**src/rtl/reg_hazard_if.sv**
```systemverilog
// reg_hazard_if: ID-stage operands, LL return channel and register-file write port of reg_hazard_ctrl.
interface reg_hazard_if;
    logic        id_valid;
    logic [4:0]  id_rs1;
    logic [4:0]  id_rs2;
    logic        id_rs1_used;
    logic        id_rs2_used;
    logic [4:0]  id_rd;
    logic        id_rd_we;
    logic        id_is_load;
    logic        id_is_ll;
    logic        flush;
    logic        stall;
    logic [1:0]  fwd_a_sel;
    logic [1:0]  fwd_b_sel;
    logic        ll_wb_valid;
    logic [4:0]  ll_wb_rd;
    logic        ll_wb_ready;
    logic        rf_we;
    logic [4:0]  rf_wa;
    logic        rf_wd_sel;
    logic [31:0] sb_pending;
    modport master (
        output id_valid, id_rs1, id_rs2, id_rs1_used, id_rs2_used, id_rd, id_rd_we,
               id_is_load, id_is_ll, flush, ll_wb_valid, ll_wb_rd,
        input  stall, fwd_a_sel, fwd_b_sel, ll_wb_ready, rf_we, rf_wa, rf_wd_sel, sb_pending
    );
    modport slave (
        input  id_valid, id_rs1, id_rs2, id_rs1_used, id_rs2_used, id_rd, id_rd_we,
               id_is_load, id_is_ll, flush, ll_wb_valid, ll_wb_rd,
        output stall, fwd_a_sel, fwd_b_sel, ll_wb_ready, rf_we, rf_wa, rf_wd_sel, sb_pending
    );
endinterface

```
**src/rtl/reg_hazard_ctrl.sv**
```systemverilog
// reg_hazard_ctrl: ID->EX->WB hazard/forwarding control, LL scoreboard and regfile write arbitration.
// Define REG_HAZARD_FORWARD_EN to enable EX/WB operand forwarding (otherwise stall on any in-flight match).
module reg_hazard_ctrl #(
    parameter int LL_MAX_PENDING = 4
) (
    input logic         clk,
    input logic         rst,
    reg_hazard_if.slave io_bus
);
    localparam int CW = $clog2(LL_MAX_PENDING + 1);

    logic          r_ex_v, r_ex_we, r_ex_ld, r_ex_ll;
    logic [4:0]    r_ex_rd;
    logic          r_wb_v, r_wb_we, r_wb_ll;
    logic [4:0]    r_wb_rd;
    logic [31:0]   r_pending;
    logic [CW-1:0] r_ll_cnt;

    logic       w_a_ex, w_a_wb, w_b_ex, w_b_wb, w_load_use, w_haz;
    logic [1:0] w_fwd_a, w_fwd_b;
    logic       w_stall, w_issue, w_ll_set, w_acc, w_wb_wr;

    function automatic logic hit(input logic used, input logic [4:0] rs, input logic v,
                                 input logic we, input logic ll, input logic [4:0] rd);
        return used && rs != 5'd0 && v && we && !ll && rd == rs;
    endfunction

    assign w_a_ex = hit(io_bus.id_rs1_used, io_bus.id_rs1, r_ex_v, r_ex_we, r_ex_ll, r_ex_rd);
    assign w_a_wb = hit(io_bus.id_rs1_used, io_bus.id_rs1, r_wb_v, r_wb_we, r_wb_ll, r_wb_rd);
    assign w_b_ex = hit(io_bus.id_rs2_used, io_bus.id_rs2, r_ex_v, r_ex_we, r_ex_ll, r_ex_rd);
    assign w_b_wb = hit(io_bus.id_rs2_used, io_bus.id_rs2, r_wb_v, r_wb_we, r_wb_ll, r_wb_rd);
    assign w_load_use = (w_a_ex | w_b_ex) & r_ex_ld;

`ifdef REG_HAZARD_FORWARD_EN
    assign w_haz   = w_load_use;
    assign w_fwd_a = w_a_ex ? 2'd1 : w_a_wb ? 2'd2 : 2'd0;
    assign w_fwd_b = w_b_ex ? 2'd1 : w_b_wb ? 2'd2 : 2'd0;
`else
    assign w_haz   = w_load_use | w_a_ex | w_a_wb | w_b_ex | w_b_wb;
    assign w_fwd_a = 2'd0;
    assign w_fwd_b = 2'd0;
`endif

    // pending[0] is never set, so rs/rd of x0 cannot stall through the scoreboard
    assign w_stall = io_bus.id_valid & !io_bus.flush &
                     ((io_bus.id_rs1_used & r_pending[io_bus.id_rs1]) |
                      (io_bus.id_rs2_used & r_pending[io_bus.id_rs2]) |
                      (io_bus.id_rd_we & r_pending[io_bus.id_rd]) |
                      (io_bus.id_is_ll & r_ll_cnt == CW'(LL_MAX_PENDING)) | w_haz);
    assign w_issue  = io_bus.id_valid & !io_bus.flush & !w_stall;
    assign w_ll_set = w_issue & io_bus.id_is_ll & io_bus.id_rd_we & io_bus.id_rd != 5'd0;
    assign w_wb_wr  = r_wb_v & r_wb_we & !r_wb_ll & r_wb_rd != 5'd0;
    assign w_acc    = io_bus.ll_wb_valid & io_bus.ll_wb_ready;

    assign io_bus.stall       = !rst & w_stall;
    assign io_bus.fwd_a_sel   = rst ? 2'd0 : w_fwd_a;
    assign io_bus.fwd_b_sel   = rst ? 2'd0 : w_fwd_b;
    assign io_bus.ll_wb_ready = !rst & !w_wb_wr;
    assign io_bus.rf_we       = !rst & (w_wb_wr | (io_bus.ll_wb_valid & io_bus.ll_wb_rd != 5'd0));
    assign io_bus.rf_wa       = w_wb_wr ? r_wb_rd : io_bus.ll_wb_rd;
    assign io_bus.rf_wd_sel   = !w_wb_wr;
    assign io_bus.sb_pending  = r_pending;

    always_ff @(posedge clk or posedge rst) begin
        if (rst) begin
            r_ex_v    <= 1'b0;
            r_ex_we   <= 1'b0;
            r_ex_ld   <= 1'b0;
            r_ex_ll   <= 1'b0;
            r_ex_rd   <= 5'd0;
            r_wb_v    <= 1'b0;
            r_wb_we   <= 1'b0;
            r_wb_ll   <= 1'b0;
            r_wb_rd   <= 5'd0;
            r_pending <= 32'd0;
            r_ll_cnt  <= '0;
        end else begin
            r_ex_v    <= w_issue;
            r_ex_we   <= io_bus.id_rd_we;
            r_ex_ld   <= io_bus.id_is_load;
            r_ex_ll   <= io_bus.id_is_ll;
            r_ex_rd   <= io_bus.id_rd;
            r_wb_v    <= r_ex_v;
            r_wb_we   <= r_ex_we;
            r_wb_ll   <= r_ex_ll;
            r_wb_rd   <= r_ex_rd;
            r_pending <= (r_pending & ~(32'(w_acc) << io_bus.ll_wb_rd)) | (32'(w_ll_set) << io_bus.id_rd);
            r_ll_cnt  <= r_ll_cnt + CW'(w_ll_set) - CW'(w_acc);
        end
    end
endmodule

```
**src/flat_wrapper.sv**
```systemverilog
// flat-port wrapper written by rule: the top's interface ports become plain ports
module reg_hazard_ctrl_flat 
#(
    parameter int LL_MAX_PENDING = 4
)
  (clk, rst, io_bus_id_valid, io_bus_id_rs1, io_bus_id_rs2, io_bus_id_rs1_used, io_bus_id_rs2_used, io_bus_id_rd, io_bus_id_rd_we, io_bus_id_is_load, io_bus_id_is_ll, io_bus_flush, io_bus_ll_wb_valid, io_bus_ll_wb_rd, io_bus_stall, io_bus_fwd_a_sel, io_bus_fwd_b_sel, io_bus_ll_wb_ready, io_bus_rf_we, io_bus_rf_wa, io_bus_rf_wd_sel, io_bus_sb_pending);
  reg_hazard_if io_bus_i ();
  input logic clk;
  input logic rst;
  input wire logic [$bits(io_bus_i.id_valid)-1:0] io_bus_id_valid;
  input wire logic [$bits(io_bus_i.id_rs1)-1:0] io_bus_id_rs1;
  input wire logic [$bits(io_bus_i.id_rs2)-1:0] io_bus_id_rs2;
  input wire logic [$bits(io_bus_i.id_rs1_used)-1:0] io_bus_id_rs1_used;
  input wire logic [$bits(io_bus_i.id_rs2_used)-1:0] io_bus_id_rs2_used;
  input wire logic [$bits(io_bus_i.id_rd)-1:0] io_bus_id_rd;
  input wire logic [$bits(io_bus_i.id_rd_we)-1:0] io_bus_id_rd_we;
  input wire logic [$bits(io_bus_i.id_is_load)-1:0] io_bus_id_is_load;
  input wire logic [$bits(io_bus_i.id_is_ll)-1:0] io_bus_id_is_ll;
  input wire logic [$bits(io_bus_i.flush)-1:0] io_bus_flush;
  input wire logic [$bits(io_bus_i.ll_wb_valid)-1:0] io_bus_ll_wb_valid;
  input wire logic [$bits(io_bus_i.ll_wb_rd)-1:0] io_bus_ll_wb_rd;
  output wire logic [$bits(io_bus_i.stall)-1:0] io_bus_stall;
  output wire logic [$bits(io_bus_i.fwd_a_sel)-1:0] io_bus_fwd_a_sel;
  output wire logic [$bits(io_bus_i.fwd_b_sel)-1:0] io_bus_fwd_b_sel;
  output wire logic [$bits(io_bus_i.ll_wb_ready)-1:0] io_bus_ll_wb_ready;
  output wire logic [$bits(io_bus_i.rf_we)-1:0] io_bus_rf_we;
  output wire logic [$bits(io_bus_i.rf_wa)-1:0] io_bus_rf_wa;
  output wire logic [$bits(io_bus_i.rf_wd_sel)-1:0] io_bus_rf_wd_sel;
  output wire logic [$bits(io_bus_i.sb_pending)-1:0] io_bus_sb_pending;
  assign io_bus_i.id_valid = io_bus_id_valid;
  assign io_bus_i.id_rs1 = io_bus_id_rs1;
  assign io_bus_i.id_rs2 = io_bus_id_rs2;
  assign io_bus_i.id_rs1_used = io_bus_id_rs1_used;
  assign io_bus_i.id_rs2_used = io_bus_id_rs2_used;
  assign io_bus_i.id_rd = io_bus_id_rd;
  assign io_bus_i.id_rd_we = io_bus_id_rd_we;
  assign io_bus_i.id_is_load = io_bus_id_is_load;
  assign io_bus_i.id_is_ll = io_bus_id_is_ll;
  assign io_bus_i.flush = io_bus_flush;
  assign io_bus_i.ll_wb_valid = io_bus_ll_wb_valid;
  assign io_bus_i.ll_wb_rd = io_bus_ll_wb_rd;
  assign io_bus_stall = io_bus_i.stall;
  assign io_bus_fwd_a_sel = io_bus_i.fwd_a_sel;
  assign io_bus_fwd_b_sel = io_bus_i.fwd_b_sel;
  assign io_bus_ll_wb_ready = io_bus_i.ll_wb_ready;
  assign io_bus_rf_we = io_bus_i.rf_we;
  assign io_bus_rf_wa = io_bus_i.rf_wa;
  assign io_bus_rf_wd_sel = io_bus_i.rf_wd_sel;
  assign io_bus_sb_pending = io_bus_i.sb_pending;
  reg_hazard_ctrl #(.LL_MAX_PENDING(LL_MAX_PENDING)) u_core (.clk(clk), .rst(rst), .io_bus(io_bus_i));
endmodule
```
**config.mk**
```make
export PLATFORM = sky130hd
export DESIGN_NAME = reg_hazard_ctrl_flat
export DESIGN_NICKNAME = d
export VERILOG_FILES = /design/src/rtl/reg_hazard_if.sv /design/src/rtl/reg_hazard_ctrl.sv /design/src/flat_wrapper.sv
export SDC_FILE = /design/constraint.sdc
export NUM_CORES = 1
export LEC_CHECK = 0
export ABC_AREA = 1
export BUFFER_PORTS_ARGS = -buffer_cell sky130_fd_sc_hd__buf_2
export CELL_PAD_IN_SITES_DETAIL_PLACEMENT = 1
export CELL_PAD_IN_SITES_GLOBAL_PLACEMENT = 2
export CORE_MARGIN = 4
export CORE_UTILIZATION = 30
export CTS_CLUSTER_SIZE = 30
export DETAILED_ROUTE_END_ITERATION = 12
export PLACE_DENSITY_LB_ADDON = 0.1
export SYNTH_ARGS = -nofsm -noshare
export SYNTH_HDL_FRONTEND = slang
export SYNTH_SLANG_ARGS = --single-unit
export TNS_END_PERCENT = 30
```
**constraint.sdc**
```tcl
create_clock -name clk -period 2.71 [get_ports clk]
set_clock_uncertainty 0.05 [all_clocks]
set_input_delay 0.271 -clock clk [delete_from_list [all_inputs] [get_ports clk]]
set_output_delay 0.271 -clock clk [all_outputs]
set_load 0.005 [all_outputs]
```
==> flow_metrics.py <==
metrics = {
    "timing": {
        "tightest_slew_ns": 0.595,
        "hold_viol": 0,
        "slew_headroom": 0.603,
        "finalMaxSlewViolations": 0,
        "rsz0062_at_grt": "false",
        "finalSetupViolCount": 0,
        "min_period_ns": 2.46,
        "fin_crit_sh": 0.908,
        "tns_ns": 0,
        "max_freq_mhz": 407,
    },
    "clocking": {
        "clock_latency_ns": 0.29,
        "clockBufferDepth": 2,
        "numCtsBuffers": 5,
        "clk_pin_slew_ns": 0.07,
        "clock_sinks": 51,
        "cts_setup_buffers": 0,
        "htree_levels": 2,
        "cts_tree": "yes",
        "cts-root-buf": "clkbuf_16",
    },
    "synth": {
        "synth_seq_area_share": 0.338,
        "synth_enable_flop_cells": 0,
        "avgSynthCellArea_um2": 6.68,
        "netlist_area_um2": 3780,
        "async_flop_share": 1.00,
        "synth_top_area_frac": 0.338,
        "netlist_instances": 566,
        "yosysMostFrequentCell": "nand2_1",
        "synthFlopType": "dfrtp_1",
        "synth_cell_types": 30,
        "synth_area_leaders": "dfrtp_1 (34%), nand2_1 (20%), nand3_1 (11%)",
        "synth_top_area_cell": "dfrtp_1",
        "yosysWarnings": 0,
        "synth_common_cells": "nand2_1 (199), nand3_1 (82), dfrtp_1 (51), inv_1 (48), o21ai_0 (48)",
        "synth-seq-cells": 51,
    },
    "flow_run": {
        "cap_violations": 0,
    },
    "global_route": {
        "overflow": 0,
        "first_global_vias": 4303,
        "antenna_found_initial": 0,
        "grt_first_pass_wirelength_um": 24200,
        "grt_start_max_net_pins": 28,
        "grtUsageTotal": 0.215,
    },
    "worst_setup_path": {
        "endpoint_kind": "flop",
        "crit_path_top_delay_cell": "dfrtp_1",
        "criticalPathCategory": "flop to flop",
        "cpMostUsedCell": "nand2_1",
        "start_kind": "flop",
        "worstPathCellList": "nand2_1 -> nand2_1 -> nand2_1 -> nand2_1 -> inv_1 -> nand2_1 -> nand2_1 -> nand3_1 -> nand3_1 -> nand2_2 -> nor2_4 -> nand2_1 -> nor2_1 -> ha_1 -> inv_1 -> fa_1 -> xnor2_1",
        "reg2reg_slack_ns": 0.25,
        "cp.arrival_ns": 2.59,
        "crit_path_max_fanout": 5,
        "required_ns": 2.84,
        "max_stage_delay_ns": 0.48,
    },
    "cells_and_area": {
        "nets": 667,
        "n_fill_cell": 1610,
        "diodes": 0,
        "multi_input_area_um2": 2080,
        "area_growth_pct": 17.9,
        "drive_gt1_frac": 0.202,
        "stdcell_area_um2": 4460,
        "seqCellArea_um2": 1280,
    },
    "power": {
        "p_per_area_nw_per_um2": 459,
        "ir_drop_uv": 269,
        "p_leak_nw": 2.26,
    },
    "floorplan": {
        "initial_core_util": 0.311,
        "die_y_um": 120,
        "ios": 75,
        "core-area_um2": 12200,
        "rows": 40,
        "die_w_um": 120,
        "die_area_um2": 14500,
    },
    "placement": {
        "dp_hpwl_um": 12200,
        "placed_area_um2": 4310,
        "portBuffers": 69,
        "place.gp.congestion": 0.819,
    },
    "detailed_routing": {
        "drc_errors": 0,
        "totalWireLength_um": 15200,
        "drt-initial-drc-count": 201,
        "dr.pass1.iters": 4,
        "wl_per_cell_um": 19.0,
        "vias": 4102,
        "ant_nets": 0,
        "viasPerCell": 5.11,
    },
    "run_status": {
        "status": "finished, final reports clean",
    },
    "min_path": {
        "worstHoldPathType": "primary input to async pin",
    },
}
==> placed cells by master (no fill, tap or decap), drive strengths merged <==
cell	instances
inv	54
fa	1
nand2	208
ha	2
a21oi	2
conb	4
nor2	29
buf	90
nor4	1
clkinvlp	2
o21ai	62
clkinv	1
nor3	5
nand3	83
a21boi	1
xnor2	6
xor2	6
and2	1
nand4	21
dfrtp	51
clkbuf	5
==> cell families (layout without fill, tap and decap cells) <==
kind of cell	count (synthesis)	in the layout	synth area share
AND/OR/NAND/NOR	348	348	0.418
buffers and inverters	86	152	0.117
AO/OA/AOI/OAI	65	65	0.0867
flip-flops	51	51	0.338
XOR/XNOR	12	12	0.0278
adder cells (fa/ha/maj)	3	3	0.0119
other	1	4	0.000992
==> per-stage QoR <==
| stage | cells | power (W) | hold slack [ns] | util | setup WS [ns] |
|---|---|---|---|---|---|
| final | 803 | 0.00205 | 0.0237 | 0.367 | 0.250 |
| after global routing | 803 | 0.00217 | 0.0717 | 0.367 | 0.0434 |
| after CTS | 803 | 0.00207 | 0.0374 | 0.366 | 0.219 |
| after detailed placement | 795 | 0.00144 | 0.327 | 0.354 | 0.102 |
| after global placement | 795 | 0.00142 | 0.323 | 0.354 | 0.120 |
| after floorplan | 569 | 0.00123 | 0.252 | - | 0.424 |
==> critical path: cells and delay by family, from the launching register on <==
| kind | cells | cell delay [ns] |
|---|---|---|
| adders and majority gates | 2 | 0.56 |
| buffers and inverters | 2 | 0.10 |
| and+or+nand+nor | 12 | 1.04 |
| xor gates and xnor gates | 1 | 0.13 |
| DFF | 1 | 0.48 |
==> sequential cells by signal (all words and copies together) (netlist names), 3 cells and up <==
name	cells
u_core.r_ll_cnt	3
u_core.r_ex_rd	5
u_core.r_wb_rd	5
u_core.io_bus.sb_pending	32
==> final timing paths <==
| path | start | endpoint | depth (start not counted) |
|---|---|---|---|
| worst max-delay path | u_core.io_bus.sb_pending[19] | u_core.r_ll_cnt[2] | 17 |
| worst min-delay path | rst | u_core.io_bus.sb_pending[17] | 2 |
| max in group asynchronous | rst | u_core.io_bus.sb_pending[26] | 3 |
| worst max register to register | u_core.io_bus.sb_pending[19] | u_core.r_ll_cnt[2] | 17 |
| min in group clk | io_bus_id_is_ll | u_core.r_ex_ll | 1 |
| worst min register to register | u_core.r_ex_we | u_core.r_wb_we | 0 |
==> cell type report <==
| cell class | count | area share |
|---|---|---|
| timing repair buffer | 90 | 0.121 |
| clock inverter | 3 | 0.00449 |
| inverter | 54 | 0.0466 |
| multi-input combinational | 432 | 0.466 |
| sequential | 51 | 0.286 |
| tap | 168 | 0.0471 |
| clock buffer | 5 | 0.0281 |
==> per-layer routing <==
layer  wire (µm)  vias up  track usage
li1            -     1957            -
met1        7100     2064        0.296
met2        7470       72        0.368
met3         517        9       0.0229
met4         133        0       0.0397
met5           0        -            0
==> power by group <==
group | internal [W] | switching (W) | leakage, nW
registers | 0.000827 | 0.0000932 | 0.667
logic | 0.000192 | 0.000311 | 1.52
clock network | 0.000341 | 0.000281 | 0.0658
==> timing repair <==
action                                  in CTS  in global routing
hold buffers                                 0                  0
endpoints found under the setup margin       0                  3
resized for setup                            0                  1
Note: power is estimated with default switching activity, not from simulation.
